===== src/rtl/multicycle_seq_pkg.sv =====
// Shared opcode, ALU-code, state and instruction-class definitions for the sequencer.
// Latency: none (definitions only).
// Backpressure: none (definitions only).
package seq_pkg;

    localparam int IW = 16;

    // Opcodes in instruction bits [15:12]
    localparam logic [3:0] OP_NOP  = 4'h0;
    localparam logic [3:0] OP_ADD  = 4'h1;
    localparam logic [3:0] OP_SUB  = 4'h2;
    localparam logic [3:0] OP_AND  = 4'h3;
    localparam logic [3:0] OP_OR   = 4'h4;
    localparam logic [3:0] OP_XOR  = 4'h5;
    localparam logic [3:0] OP_NOR  = 4'h6;
    localparam logic [3:0] OP_SW   = 4'h7;
    localparam logic [3:0] OP_LW   = 4'h8;
    localparam logic [3:0] OP_HALT = 4'hF;

    // ALU operation codes driven to the datapath
    localparam logic [3:0] ALU_ADD = 4'b0000;
    localparam logic [3:0] ALU_SUB = 4'b0001;
    localparam logic [3:0] ALU_AND = 4'b0010;
    localparam logic [3:0] ALU_OR  = 4'b0110;
    localparam logic [3:0] ALU_XOR = 4'b0111;
    localparam logic [3:0] ALU_NOR = 4'b1100;

    typedef enum logic [2:0] {
        S_FETCH  = 3'd0,
        S_DECODE = 3'd1,
        S_EXEC   = 3'd2,
        S_MEM    = 3'd3,
        S_WB     = 3'd4,
        S_HALT   = 3'd5
    } state_t;

    // Illegal opcodes decode as CL_NOP so they retire like a NOP
    typedef enum logic [2:0] {
        CL_NOP  = 3'd0,
        CL_ALU  = 3'd1,
        CL_SW   = 3'd2,
        CL_LW   = 3'd3,
        CL_HALT = 3'd4
    } op_class_t;

endpackage


===== src/rtl/multicycle_seq_if.sv =====
// Fetch, data-memory and register-file/ALU control bundle of the sequencer.
// Latency: none (wiring only).
// Backpressure: imem_ack and dmem_ready stretch the fetch and memory phases.
interface multicycle_seq_if #(
    parameter int PC_W = 8
);
    logic            imem_req;
    logic [PC_W-1:0] imem_addr;
    logic            imem_ack;
    logic [15:0]     imem_data;
    logic [3:0]      rd;
    logic [3:0]      rs1;
    logic [3:0]      rs2;
    logic            WE;
    logic            demux_sel;
    logic [3:0]      alucode;
    logic            W;
    logic            R;
    logic            dmem_ready;

    modport master (
        output imem_req, imem_addr, rd, rs1, rs2, WE, demux_sel, alucode, W, R,
        input  imem_ack, imem_data, dmem_ready
    );

    modport slave (
        input  imem_req, imem_addr, rd, rs1, rs2, WE, demux_sel, alucode, W, R,
        output imem_ack, imem_data, dmem_ready
    );
endinterface


===== src/rtl/multicycle_seq_op_decode.sv =====
// Opcode table: instruction class, ALU code and illegal flag.
// Latency: combinational.
// Backpressure: none.
module op_decode
    import seq_pkg::*;
(
    input  logic [3:0] opcode,
    output op_class_t  cls,
    output logic [3:0] alucode,
    output logic       illegal
);

    // SW/LW keep the ADD code: the ALU forms the memory address
    always_comb begin
        cls     = CL_NOP;
        alucode = ALU_ADD;
        illegal = 1'b0;
        case (opcode)
            OP_NOP:  cls = CL_NOP;
            OP_ADD:  begin cls = CL_ALU; alucode = ALU_ADD; end
            OP_SUB:  begin cls = CL_ALU; alucode = ALU_SUB; end
            OP_AND:  begin cls = CL_ALU; alucode = ALU_AND; end
            OP_OR:   begin cls = CL_ALU; alucode = ALU_OR;  end
            OP_XOR:  begin cls = CL_ALU; alucode = ALU_XOR; end
            OP_NOR:  begin cls = CL_ALU; alucode = ALU_NOR; end
            OP_SW:   cls = CL_SW;
            OP_LW:   cls = CL_LW;
            OP_HALT: cls = CL_HALT;
            default: illegal = 1'b1;
        endcase
    end

endmodule


===== src/rtl/multicycle_seq.sv =====
// Multi-cycle sequencer: fetch, decode, exec, mem, writeback for the 4-bit-opcode datapath.
// Latency: NOP 2, ALU/SW 4, LW 5 cycles minimum; control outputs registered.
// Backpressure: FETCH waits on imem_ack, MEM waits on dmem_ready; strobes hold steady meanwhile.
module multicycle_seq
    import seq_pkg::*;
#(
    parameter int PC_W  = 8,
    parameter int CNT_W = 16
) (
    input  logic             clk,
    input  logic             rst_n,
    multicycle_seq_if.master bus,
    output logic [PC_W-1:0]  pc,
    output logic             halted,
    output logic             illegal,
    output logic [CNT_W-1:0] instret
);

    state_t     state, state_d;
    logic [15:0] ir, ir_d;
    op_class_t  cls;
    logic [3:0] dec_alu;
    logic       dec_ill;
    logic       fetch_done;
    logic       retire;

    logic       we_d, dsel_d, w_d, r_d, halted_d, ill_d;
    logic [3:0] alu_d;
    logic       we_q, dsel_q, w_q, r_q;
    logic [3:0] alu_q;

    assign fetch_done = (state == S_FETCH) && bus.imem_ack;

    // Decode the IR as it will be next cycle, so registered outputs line up with the new state
    assign ir_d = fetch_done ? bus.imem_data : ir;

    op_decode u_op_decode (
        .opcode  (ir_d[15:12]),
        .cls     (cls),
        .alucode (dec_alu),
        .illegal (dec_ill)
    );

    // Next-state and retire decision
    always_comb begin
        state_d = state;
        retire  = 1'b0;
        case (state)
            S_FETCH:  if (bus.imem_ack) state_d = S_DECODE;
            S_DECODE: begin
                if (cls == CL_NOP) begin
                    state_d = S_FETCH;
                    retire  = 1'b1;
                end else if (cls == CL_HALT) begin
                    state_d = S_HALT;
                end else begin
                    state_d = S_EXEC;
                end
            end
            S_EXEC:   state_d = (cls == CL_ALU) ? S_WB : S_MEM;
            S_MEM: begin
                if (bus.dmem_ready) begin
                    if (cls == CL_SW) begin
                        state_d = S_FETCH;
                        retire  = 1'b1;
                    end else begin
                        state_d = S_WB;
                    end
                end
            end
            S_WB: begin
                state_d = S_FETCH;
                retire  = 1'b1;
            end
            S_HALT:   state_d = S_HALT;
            default:  state_d = S_FETCH;
        endcase
    end

    // Control outputs for the state being entered
    always_comb begin
        we_d     = 1'b0;
        dsel_d   = 1'b0;
        w_d      = 1'b0;
        r_d      = 1'b0;
        halted_d = 1'b0;
        ill_d    = 1'b0;
        alu_d    = 4'b0000;
        case (state_d)
            S_DECODE: ill_d = dec_ill;
            S_EXEC:   alu_d = dec_alu;
            S_MEM: begin
                alu_d  = dec_alu;
                dsel_d = 1'b1;
                w_d    = (cls == CL_SW);
                r_d    = (cls == CL_LW);
            end
            S_WB: begin
                alu_d  = dec_alu;
                we_d   = 1'b1;
                dsel_d = (cls == CL_LW);
            end
            S_HALT:   halted_d = 1'b1;
            default:  ;
        endcase
    end

    // Sequencer state, pc, IR, retire counter and registered control outputs
    always_ff @(posedge clk or negedge rst_n) begin
        if (!rst_n) begin
            state   <= S_FETCH;
            ir      <= '0;
            pc      <= '0;
            instret <= '0;
            we_q    <= 1'b0;
            dsel_q  <= 1'b0;
            w_q     <= 1'b0;
            r_q     <= 1'b0;
            alu_q   <= 4'b0000;
            halted  <= 1'b0;
            illegal <= 1'b0;
        end else begin
            state <= state_d;
            ir    <= ir_d;
            if (fetch_done) pc <= pc + PC_W'(1);
            if (retire) instret <= instret + CNT_W'(1);
            we_q    <= we_d;
            dsel_q  <= dsel_d;
            w_q     <= w_d;
            r_q     <= r_d;
            alu_q   <= alu_d;
            halted  <= halted_d;
            illegal <= ill_d;
        end
    end

    // Fetch request is gated by reset so it is low while rst_n is held
    assign bus.imem_req  = rst_n && (state == S_FETCH);
    assign bus.imem_addr = pc;
    assign bus.rd        = ir[11:8];
    assign bus.rs1       = ir[7:4];
    assign bus.rs2       = ir[3:0];
    assign bus.WE        = we_q;
    assign bus.demux_sel = dsel_q;
    assign bus.alucode   = alu_q;
    assign bus.W         = w_q;
    assign bus.R         = r_q;

endmodule


===== src/flat_wrapper.sv =====
// flat-port wrapper written by rule: the top's interface ports become plain ports
module multicycle_seq_flat import seq_pkg::*;
#(
    parameter int PC_W  = 8,
    parameter int CNT_W = 16
)
  (clk, rst_n, pc, halted, illegal, instret, bus_imem_req, bus_imem_addr, bus_rd, bus_rs1, bus_rs2, bus_WE, bus_demux_sel, bus_alucode, bus_W, bus_R, bus_imem_ack, bus_imem_data, bus_dmem_ready);
  multicycle_seq_if #(.PC_W(PC_W)) bus_i ();
  input  logic clk;
  input  logic rst_n;
  output logic [PC_W-1:0] pc;
  output logic halted;
  output logic illegal;
  output logic [CNT_W-1:0] instret;
  output wire logic [$bits(bus_i.imem_req)-1:0] bus_imem_req;
  output wire logic [$bits(bus_i.imem_addr)-1:0] bus_imem_addr;
  output wire logic [$bits(bus_i.rd)-1:0] bus_rd;
  output wire logic [$bits(bus_i.rs1)-1:0] bus_rs1;
  output wire logic [$bits(bus_i.rs2)-1:0] bus_rs2;
  output wire logic [$bits(bus_i.WE)-1:0] bus_WE;
  output wire logic [$bits(bus_i.demux_sel)-1:0] bus_demux_sel;
  output wire logic [$bits(bus_i.alucode)-1:0] bus_alucode;
  output wire logic [$bits(bus_i.W)-1:0] bus_W;
  output wire logic [$bits(bus_i.R)-1:0] bus_R;
  input wire logic [$bits(bus_i.imem_ack)-1:0] bus_imem_ack;
  input wire logic [$bits(bus_i.imem_data)-1:0] bus_imem_data;
  input wire logic [$bits(bus_i.dmem_ready)-1:0] bus_dmem_ready;
  assign bus_imem_req = bus_i.imem_req;
  assign bus_imem_addr = bus_i.imem_addr;
  assign bus_rd = bus_i.rd;
  assign bus_rs1 = bus_i.rs1;
  assign bus_rs2 = bus_i.rs2;
  assign bus_WE = bus_i.WE;
  assign bus_demux_sel = bus_i.demux_sel;
  assign bus_alucode = bus_i.alucode;
  assign bus_W = bus_i.W;
  assign bus_R = bus_i.R;
  assign bus_i.imem_ack = bus_imem_ack;
  assign bus_i.imem_data = bus_imem_data;
  assign bus_i.dmem_ready = bus_dmem_ready;
  multicycle_seq #(.PC_W(PC_W), .CNT_W(CNT_W)) u_core (.clk(clk), .rst_n(rst_n), .bus(bus_i), .pc(pc), .halted(halted), .illegal(illegal), .instret(instret));
endmodule

===== config.mk =====
export PLATFORM = sky130hd
export DESIGN_NAME = multicycle_seq_flat
export DESIGN_NICKNAME = d
export VERILOG_FILES = /design/src/rtl/multicycle_seq_pkg.sv /design/src/rtl/multicycle_seq_if.sv /design/src/rtl/multicycle_seq_op_decode.sv /design/src/rtl/multicycle_seq.sv /design/src/flat_wrapper.sv
export SDC_FILE = /design/constraint.sdc
export NUM_CORES = 1
export LEC_CHECK = 0
export CELL_PAD_IN_SITES_DETAIL_PLACEMENT = 1
export CELL_PAD_IN_SITES_GLOBAL_PLACEMENT = 1
export CORE_MARGIN = 2
export CORE_UTILIZATION = 33
export DETAILED_ROUTE_END_ITERATION = 10
export PLACE_DENSITY = 0.79
export SLEW_MARGIN = 25
export SYNTH_ARGS = -nofsm -noshare
export SYNTH_HDL_FRONTEND = slang
export SYNTH_HIERARCHICAL = 1
export SYNTH_SLANG_ARGS = --single-unit

===== constraint.sdc =====
create_clock -name clk -period 3.9 [get_ports clk]
set_input_delay 0.78 -clock clk [delete_from_list [all_inputs] [get_ports clk]]
set_output_delay 0.78 -clock clk [all_outputs]
set_load 0.1 [all_outputs]

Word-level counts from Yosys, hierarchy flattened --
Index checks and enable logic that the tools add are counted.
Cells by class: add/subtract/negate cells 2, equality and inequality tests 23, mux-type cells 22, reductions and logical operators 8
Operators with widths (number):
- 4-bit case mux with 5 select lines | 1
- 3-bit by 2-bit == test with 1-bit output (second input constant) | 6
- 3-bit 2-to-1 mux | 6
- 16-bit by 1-bit adder with 16-bit output (second input constant) | 1
- 4-bit by 3-bit == test with 1-bit output (second input constant) | 4
- 16-bit 2-to-1 mux | 1
- 3-bit == test (second input constant) | 5
- 3-bit case mux with 5 select lines | 1
- 3-bit case mux with 4 select lines | 1
- 10-bit OR reduction | 1
- 3-bit by 1-bit == test with 1-bit output (second input constant) | 3
- 1-bit 2-to-1 mux | 9
- 8-bit by 1-bit adder with 8-bit output (second input constant) | 1
- 4-bit by 2-bit == test with 1-bit output (second input constant) | 2
- 4-bit == test (second input constant) | 2
- 3-bit zero test | 2
- 6-bit OR reduction | 1
- 4-bit by 1-bit == test with 1-bit output (second input constant) | 1
- 4-bit zero test | 1
- 4-bit 2-to-1 mux | 1
- 1-bit case mux with 3 select lines | 1
- 3-bit OR reduction | 1
- 1-bit logical AND | 2
- 1-bit case mux with 2 select lines | 1
Storage, ports and cells: bits in registers 53, bits of input ports 20, output and inout bits 55

Logic depth before layout (Yosys ltp) --
Gate-level depths: netlist of the first run.
word-level depth 13, mapped depth 13, gate-level depth less buffers 9

Hierarchy --
Netlist of the first run, hierarchy kept.
By module, submodules not included:
- multicycle_seq | times used 1, cells an instance 189, area each 2343.5 um^2, seq. area each 1326.3 um^2
- op_decode | times used 1, cells an instance 25, area each 153.9 um^2, seq. area each 0.0 um^2

Worst setup path after synthesis of the first run --
Ideal clock, no wire load.
path type input port to output port, from input rst_n, to output bus_imem_req, data arrival time 3.827 ns, data required time 3.120 ns, slack -0.707 ns, cell stages on the path 1, path through nor4b_1
On the way: longest elaborated chain between the ends 1
RTL lines:
- start, declared | RTL line flat_wrapper.sv:10 | input logic rst_n;
- 1-bit logical AND | RTL line multicycle_seq.sv:138 | assign bus.imem_req = rst_n && (state == S_FETCH);
- end, declared | RTL line flat_wrapper.sv:15 | output wire logic [$bits(bus_i.imem_req)-1:0] bus_imem_req;
Every way passes these cells.

Worst setup path in the final report of the first run --
from input bus_imem_ack, to register u_core.instret[14]
On the way: longest elaborated chain between the ends 9, elaborated cells between the ends (all ways) 19, classes of those cells 10 x eq/ne; 6 x mux; 3 x reduce/logical
RTL lines:
- start, declared | RTL line flat_wrapper.sv:25 | input wire logic [$bits(bus_i.imem_ack)-1:0] bus_imem_ack;
- 1-bit logical AND * | RTL line multicycle_seq.sv:32 | assign fetch_done = (state == S_FETCH) && bus.imem_ack;
- 16-bit 2-to-1 mux * | RTL line multicycle_seq.sv:35 | assign ir_d = fetch_done ? bus.imem_data : ir;
- named net u_core.ir_d[12] | RTL line multicycle_seq.sv:20 | logic [15:0] ir, ir_d;
- 4-bit by 3-bit == test with 1-bit output, or another cell as far along | RTL line multicycle_seq_op_decode.sv:18 | case (opcode)
- 6-bit OR reduction (no line)
- 3-bit case mux with 4 select lines * | RTL line multicycle_seq_op_decode.sv:18
- named net u_core.cls[0] | RTL line multicycle_seq.sv:21 | op_class_t cls;
- 3-bit by 2-bit == test with 1-bit output | RTL line multicycle_seq.sv:63 | if (cls == CL_SW) begin
- 1-bit 2-to-1 mux | RTL line multicycle_seq.sv:63
- 1-bit 2-to-1 mux | RTL line multicycle_seq.sv:62 | if (bus.dmem_ready) begin
- 1-bit case mux with 3 select lines * | RTL line multicycle_seq.sv:48 | case (state)
- end signal, assigned | RTL line multicycle_seq.sv:126 | if (retire) instret <= instret + CNT_W'(1);
- end, declared | RTL line multicycle_seq.sv:16 | output logic [CNT_W-1:0] instret
The timed path passes the listed nets; every way through them passes the cells marked *. A chain may end at the register's enable or synchronous reset.

==> flow_summary.ini, run 1 <==
[outcome]
status = finished clean

[worst_hold_path]
min_path_type = flip-flop to flip-flop
min_path_cells = 1
hold_path_end = u_core/instret[6]
hold_start = u_core/instret[6]

[floorplanning]
core_um2 = 7292
rows = 31
io_pins = 75
dieArea_um2 = 8280
start_util_pct = 34.25
die_width_um = 91.00
die_y_um = 91.00

[setup_path]
crit_top_cell = buf_4
arrival_ns = 4.00
critPathMaxFanout = 9
cp_top_family = simple AND/OR/NAND/NOR gates
path_cells = clkdlybuf4s50_1, nor4b_4, buf_4, mux2_2, or3_4, o221a_2, o41a_1, o22a_2, buf_4, or3_1, xnor2_1
r2r-start = u_core/state[1]
max_stage_delay_ns = 0.46
end_kind = flip-flop
critPathRequiredTime_ns = 4.09
path_buf_inv = 3
cp.depth = 11
worstRegToRegCells = 10
critPathKind = input port to flip-flop
cp-start-kind = input port
rrSetupSlack_ns = 0.40
worst_r2r_endpoint = u_core/instret[14]
cp_slowest_cell = clkdlybuf4s50_1

[synth]
synth_flop_cell = dfrtp_1
syn_inst = 214
seq_area_frac_synth_pct = 53.11
async_flop_share_pct = 100.0
synth.distinct_cells = 43
yosysWarnings = 6
netlist_area_um2 = 2497
synth_seq_cells = 53
synth-edff-count = 0
synth.net_count = 236
syn-mean-instance-area_um2 = 11.67

[detailed_routing]
drc = 0
vias = 1824
postRouteAntennaNets = 0
via_per_inst = 4.738
first_iter_violations = 56
dr.pass1.iters = 2
detail_route.wl_per_cell_um = 16.03
routed_wl_um = 6170

[global_route]
track_usage_pct = 15.33
grt_max_degree = 54
grt.overflow.total = 0
antenna_found_initial = 0
grt_pass1_wl_um = 10180
grt_pass1_vias = 1961

[job]
maxCapViolations = 0

[layout]
final_cells = 385
final_area_um2 = 3456
nets = 308
num_antenna_cells = 0
drive_above_1_share_pct = 20.98
fin_util_pct = 47.39
syn_to_final_growth_pct = 38.38

[placed_design]
dp_cells = 377
dpl_cell_area_um2 = 3312
io_buffer_count = 74
place.gp.congestion = 0.8238
dpl.hpwl_um = 4473

[clock_tree]
cts_sinks = 53
root_buffer = clkbuf_8
ctsHoldBuffers = 0
h-tree-depth = 2
clock_latency_ns = 0.30
cts_buffer_depth = 2
cts_tree = yes
numCtsBuffers = 5
clk_pin_slew_ns = 0.09

[sta]
fin_crit_sh_pct = 97.66
whs_ns = 0.4994
slew_violations = 0
fmax_ghz = 0.2626
max_slew_margin_pct = 33.77
worstMarginPinSlew_ns = 0.9904
skew_ns = 0.005282
setup_viol = 0
fin_crit_ns = 3.809
hold_violations = 0
## layer usage
metal / share of wire [%] / global-route usage, %
met2: 54 / 28.21
met3: 4.6 / 3.237
met5: 0 / 0
met4: 1.4 / 4.798
met1: 40 / 17.68
## registers in the layout, summed over array words and instances (netlist names), 3 cells and up
| signal | count |
|---|---|
| u_core/bus.imem_addr | 8 |
| u_core/ir | 16 |
| u_core/bus.alucode | 4 |
| u_core/instret | 16 |
| u_core/state | 3 |
## worst max-delay path by stage
| stage | startpoint | end | slack [ns] |
|---|---|---|---|
| after floorplan | bus_imem_ack | u_core/instret[15] | 0.009 |
| final | bus_imem_ack | u_core/instret[14] | 0.09 |
| after CTS | bus_imem_ack | u_core/instret[11] | 0.05 |
| after global placement | bus_imem_ack | u_core/instret[15] | -0.16 |
| after detailed placement | bus_imem_ack | u_core/instret[11] | -0.29 |
| after global routing | bus_imem_ack | u_core/instret[14] | -0.005 |
## layout by cell type (no fill, tap or decap), drive strengths merged, types with 3 or more instances in the layout
master	netlist	routed
and2	5	5
nand2	12	12
nor4b	3	3
inv	6	6
nor3b	6	6
buf	24	21
dfrtp	53	53
nand2b	5	5
mux2	18	18
nor3	3	3
nor2	9	9
clkbuf	4	5
nand3b	3	3
xor2	13	13
and3	4	4
xnor2	9	9
nand3	6	6
nand4	5	5
clkdlybuf4s50	0	72
a21oi	6	6
## Yosys cell counts, types with 2 or more instances
cell / n / area [um^2]
inv_1: 6 / 22.52
o21ai_0: 2 / 10.01
nor4b_1: 2 / 17.52
nand4_1: 5 / 31.28
nor2_1: 9 / 33.78
xnor2_1: 8 / 70.07
ha_1: 2 / 25.02
mux2_2: 18 / 202.7
a21oi_1: 6 / 30.03
and2_1: 5 / 31.28
nand3_1: 6 / 30.03
buf_4: 20 / 150.1
nand3b_1: 3 / 22.52
buf_2: 3 / 15.01
and3_1: 3 / 18.77
nand2_1: 12 / 45.04
clkbuf_1: 3 / 11.26
nand2b_1: 5 / 31.28
dfrtp_1: 53 / 1326
nor3b_1: 6 / 45.04
nor3_1: 3 / 15.01
xor2_1: 13 / 113.9
## what timing repair did
item	in CTS	in global routing
endpoints found under the hold margin	0	0
gates resized for setup	1	7
pin swaps	0	1
setup endpoints to repair	1	11
buffers inserted	1	0
## metrics by stage
step / setup slack, ns / TNS (ns)
after floorplan: 0.008816 / 0
after global placement: -0.1605 / -1.087
after detailed placement: -0.2877 / -3.242
after CTS: 0.05385 / 0
after global routing: -0.005334 / -0.005334
final: 0.09125 / 0
## cell type report
| type | count | area, um^2 |
|---|---|---|
| timing repair buffer | 93 | 879.6 |
| multi-input combinational | 127 | 999.7 |
| clock buffer | 5 | 68.82 |
| fill | 810 | 3836 |
| inverter | 6 | 22.52 |
| clock inverter | 2 | 35.03 |
| tap | 99 | 123.9 |
| sequential | 53 | 1326 |
## logic make-up after synthesis
family	after synthesis	synth area share (%)
AND/OR/NAND/NOR	70	16.98
flip-flops	53	53.11
buffers and inverters	34	8.617
XOR/XNOR	22	8.016
multiplexers	18	8.116
AO/OA/AOI/OAI	15	4.159
adder cells (fa/ha/maj)	2	1.002
Power of run 1 is not shown: default switching activity piles up to over one toggle a cycle in this logic, so the estimate is an artifact.
==> run 2, diff against run 1 <==
--- a/config.mk
+++ b/config.mk
@@ -11,6 +11,7 @@
 export CORE_UTILIZATION = 33
 export DETAILED_ROUTE_END_ITERATION = 10
 export PLACE_DENSITY = 0.79
+export SKIP_LAST_GASP = 1
 export SLEW_MARGIN = 25
 export SYNTH_ARGS = -nofsm -noshare
 export SYNTH_HDL_FRONTEND = slang
==> results of run 2 <==
Final layout, timing and power as in run 1 (identical DEF).
Power of run 2 is left out for the same reason.
==> run 3, diff against run 2 <==
--- a/config.mk
+++ b/config.mk
@@ -7,10 +7,12 @@
 export LEC_CHECK = 0
 export CELL_PAD_IN_SITES_DETAIL_PLACEMENT = 1
 export CELL_PAD_IN_SITES_GLOBAL_PLACEMENT = 1
-export CORE_MARGIN = 2
-export CORE_UTILIZATION = 33
+export CORE_ASPECT_RATIO = 1.4
+export CORE_MARGIN = 3
+export CORE_UTILIZATION = 34
+export CTS_BUF_LIST = sky130_fd_sc_hd__clkbuf_4 sky130_fd_sc_hd__clkbuf_8
 export DETAILED_ROUTE_END_ITERATION = 10
-export PLACE_DENSITY = 0.79
+export PLACE_DENSITY = 0.81
 export SKIP_LAST_GASP = 1
 export SLEW_MARGIN = 25
 export SYNTH_ARGS = -nofsm -noshare
==> run 3 against run 2 <==
Net effect: register-to-register slack better by 0.02 ns; die area up 1.7%; cell count down 0.78%; routed wire length down 2.1%; setup slack better by 0.019 ns; clock-buffer cell count up 1; global-route usage down 0.16 points; sequential cell count unchanged; cell area down 1.0%; sequential share of layout area up 0.39 points; maximum frequency up 0.50%; critical path type unchanged; highest routed layer unchanged.
==> flow_summary.ini, run 3 (same netlist as run 1, synthesis figures left out) <==
[outcome]
status = finished clean

[placed_design]
dpl_cell_area_um2 = 3314
dpl.hpwl_um = 4466
io_buffer_count = 74
place.gp.congestion = 0.8643

[setup_path]
critPathKind = input port to flip-flop
cp-start-kind = input port
path_cells = clkdlybuf4s50_1, nor4b_4, mux2_2, or3_4, o221a_1, o41a_1, o22a_2, or4b_4, xnor2_2
cp_slowest_cell = or4b_4
critPathRequiredTime_ns = 4.08
path_buf_inv = 1
arrival_ns = 3.97
cp_top_family = simple AND/OR/NAND/NOR gates
critPathMaxFanout = 4
max_stage_delay_ns = 0.55
worstRegToRegCells = 8
end_kind = flip-flop
cp.depth = 9

[floorplanning]
die_width_um = 78.44
dieArea_um2 = 8424
die_y_um = 107.4
rows = 36
start_util_pct = 35.54
io_pins = 75
core_um2 = 7027

[layout]
mostFrequentLayoutCell = clkdlybuf4s50_1
syn_to_final_growth_pct = 36.97
num_antenna_cells = 0
mostFrequentLayoutCells = 72 x clkdlybuf4s50_1, 53 x dfrtp_1, 19 x buf_4, 18 x mux2_2, 13 x xor2_1
drive_above_1_share_pct = 19.86
nets = 308
final_area_um2 = 3421

[clock_tree]
numCtsBuffers = 5
clk_pin_slew_ns = 0.09
h-tree-depth = 2
cts_buffer_depth = 2
cts_sinks = 53
root_buffer = clkbuf_8
ctsHoldBuffers = 0
cts_tree = yes
clock_latency_ns = 0.30

[sta]
rsz0062_at_grt = false
fmax_ghz = 0.2639
worstMarginPinSlew_ns = 1.001
max_slew_margin_pct = 33.06
skew_ns = 0.006639
fin_crit_ns = 3.790
hold_violations = 0
slew_violations = 0
fin_crit_sh_pct = 97.17
setup_viol = 0
whs_ns = 0.5001

[detailed_routing]
drc = 0
routed_wl_um = 6043
first_iter_violations = 114
via_per_inst = 4.830
dr.pass1.iters = 4
postRouteAntennaNets = 0
detail_route.wl_per_cell_um = 15.82
vias = 1845

[worst_hold_path]
min_path_cells = 1
min_path_type = flip-flop to flip-flop

[global_route]
track_usage_pct = 15.17
grt_pass1_vias = 1984
antenna_found_initial = 0
grt.overflow.total = 0
grt_max_degree = 54
grt_pass1_wl_um = 10030

[job]
maxCapViolations = 0
[run 3: cell types whose count changed in the layout (fill, tap and decap cells not counted), sizes merged]
cell / delta
clkbuf: +1
clkinvlp: +2
clkinv: -1
bufinv: -1
[run 3: final cells by class]
class / count / area [um^2]
sequential: 53 / 1326
inverter: 6 / 22.52
tap: 95 / 118.9
clock inverter: 2 / 15.01
fill: 816 / 3606
timing repair buffer: 93 / 879.6
clock buffer: 6 / 76.32
multi-input combinational: 127 / 982.2
[run 3: routing by layer]
| metal | share of wire, % | wire, um | track usage, % | up-vias |
|---|---|---|---|---|
| met4 | 2.4 | 146 | 6.125 | 0 |
| met2 | 55 | 3297 | 27.94 | 44 |
| met5 | 0 | 0 | 0 | - |
| li1 | - | - | - | 854 |
| met3 | 4.3 | 259 | 2.764 | 11 |
| met1 | 39 | 2340 | 17.04 | 936 |
[run 3: final timing paths]
| path | from | to | slack [ns] |
|---|---|---|---|
| max | bus_imem_ack | u_core/instret[15] | 0.11 |
| min | u_core/instret[8] | u_core/instret[8] | 0.50 |
| max reg2reg | u_core/state[1] | u_core/instret[15] | 0.42 |
| min reg2reg | u_core/instret[8] | u_core/instret[8] | 0.50 |
| max in group asynchronous | rst_n | u_core/ir[1] | 2.83 |
| min in group asynchronous | rst_n | u_core/instret[12] | 0.63 |
[run 3: worst reg2reg max path, delay by kind of cell (launching register included)]
family	cells	cell delay, ns
AOI/OAI and AO/OA	3	0.89
and+or+nand+nor	3	1.41
xor gates and xnor gates	1	0.15
DFF	1	0.50
muxes	1	0.40
[run 3: repair_timing]
| action | 4_1_cts | 5_1_grt |
|---|---|---|
| gates resized for setup | 0 | 4 |
| buffers inserted | 0 | 0 |
| endpoints found under the setup margin | 0 | 6 |
[run 3: metrics by stage]
step	setup WS, ns	setup TNS (ns)	util (%)	std cells
after floorplan	0.008816	0	-	214
after global placement	-0.08536	-0.4805	47.17	374
after detailed placement	-0.2387	-1.951	47.17	374
after CTS	0.05346	0	48.47	382
after global routing	0.008011	0	48.68	382
final	0.1104	0	48.68	382
Power of run 3 is left out for the same reason.
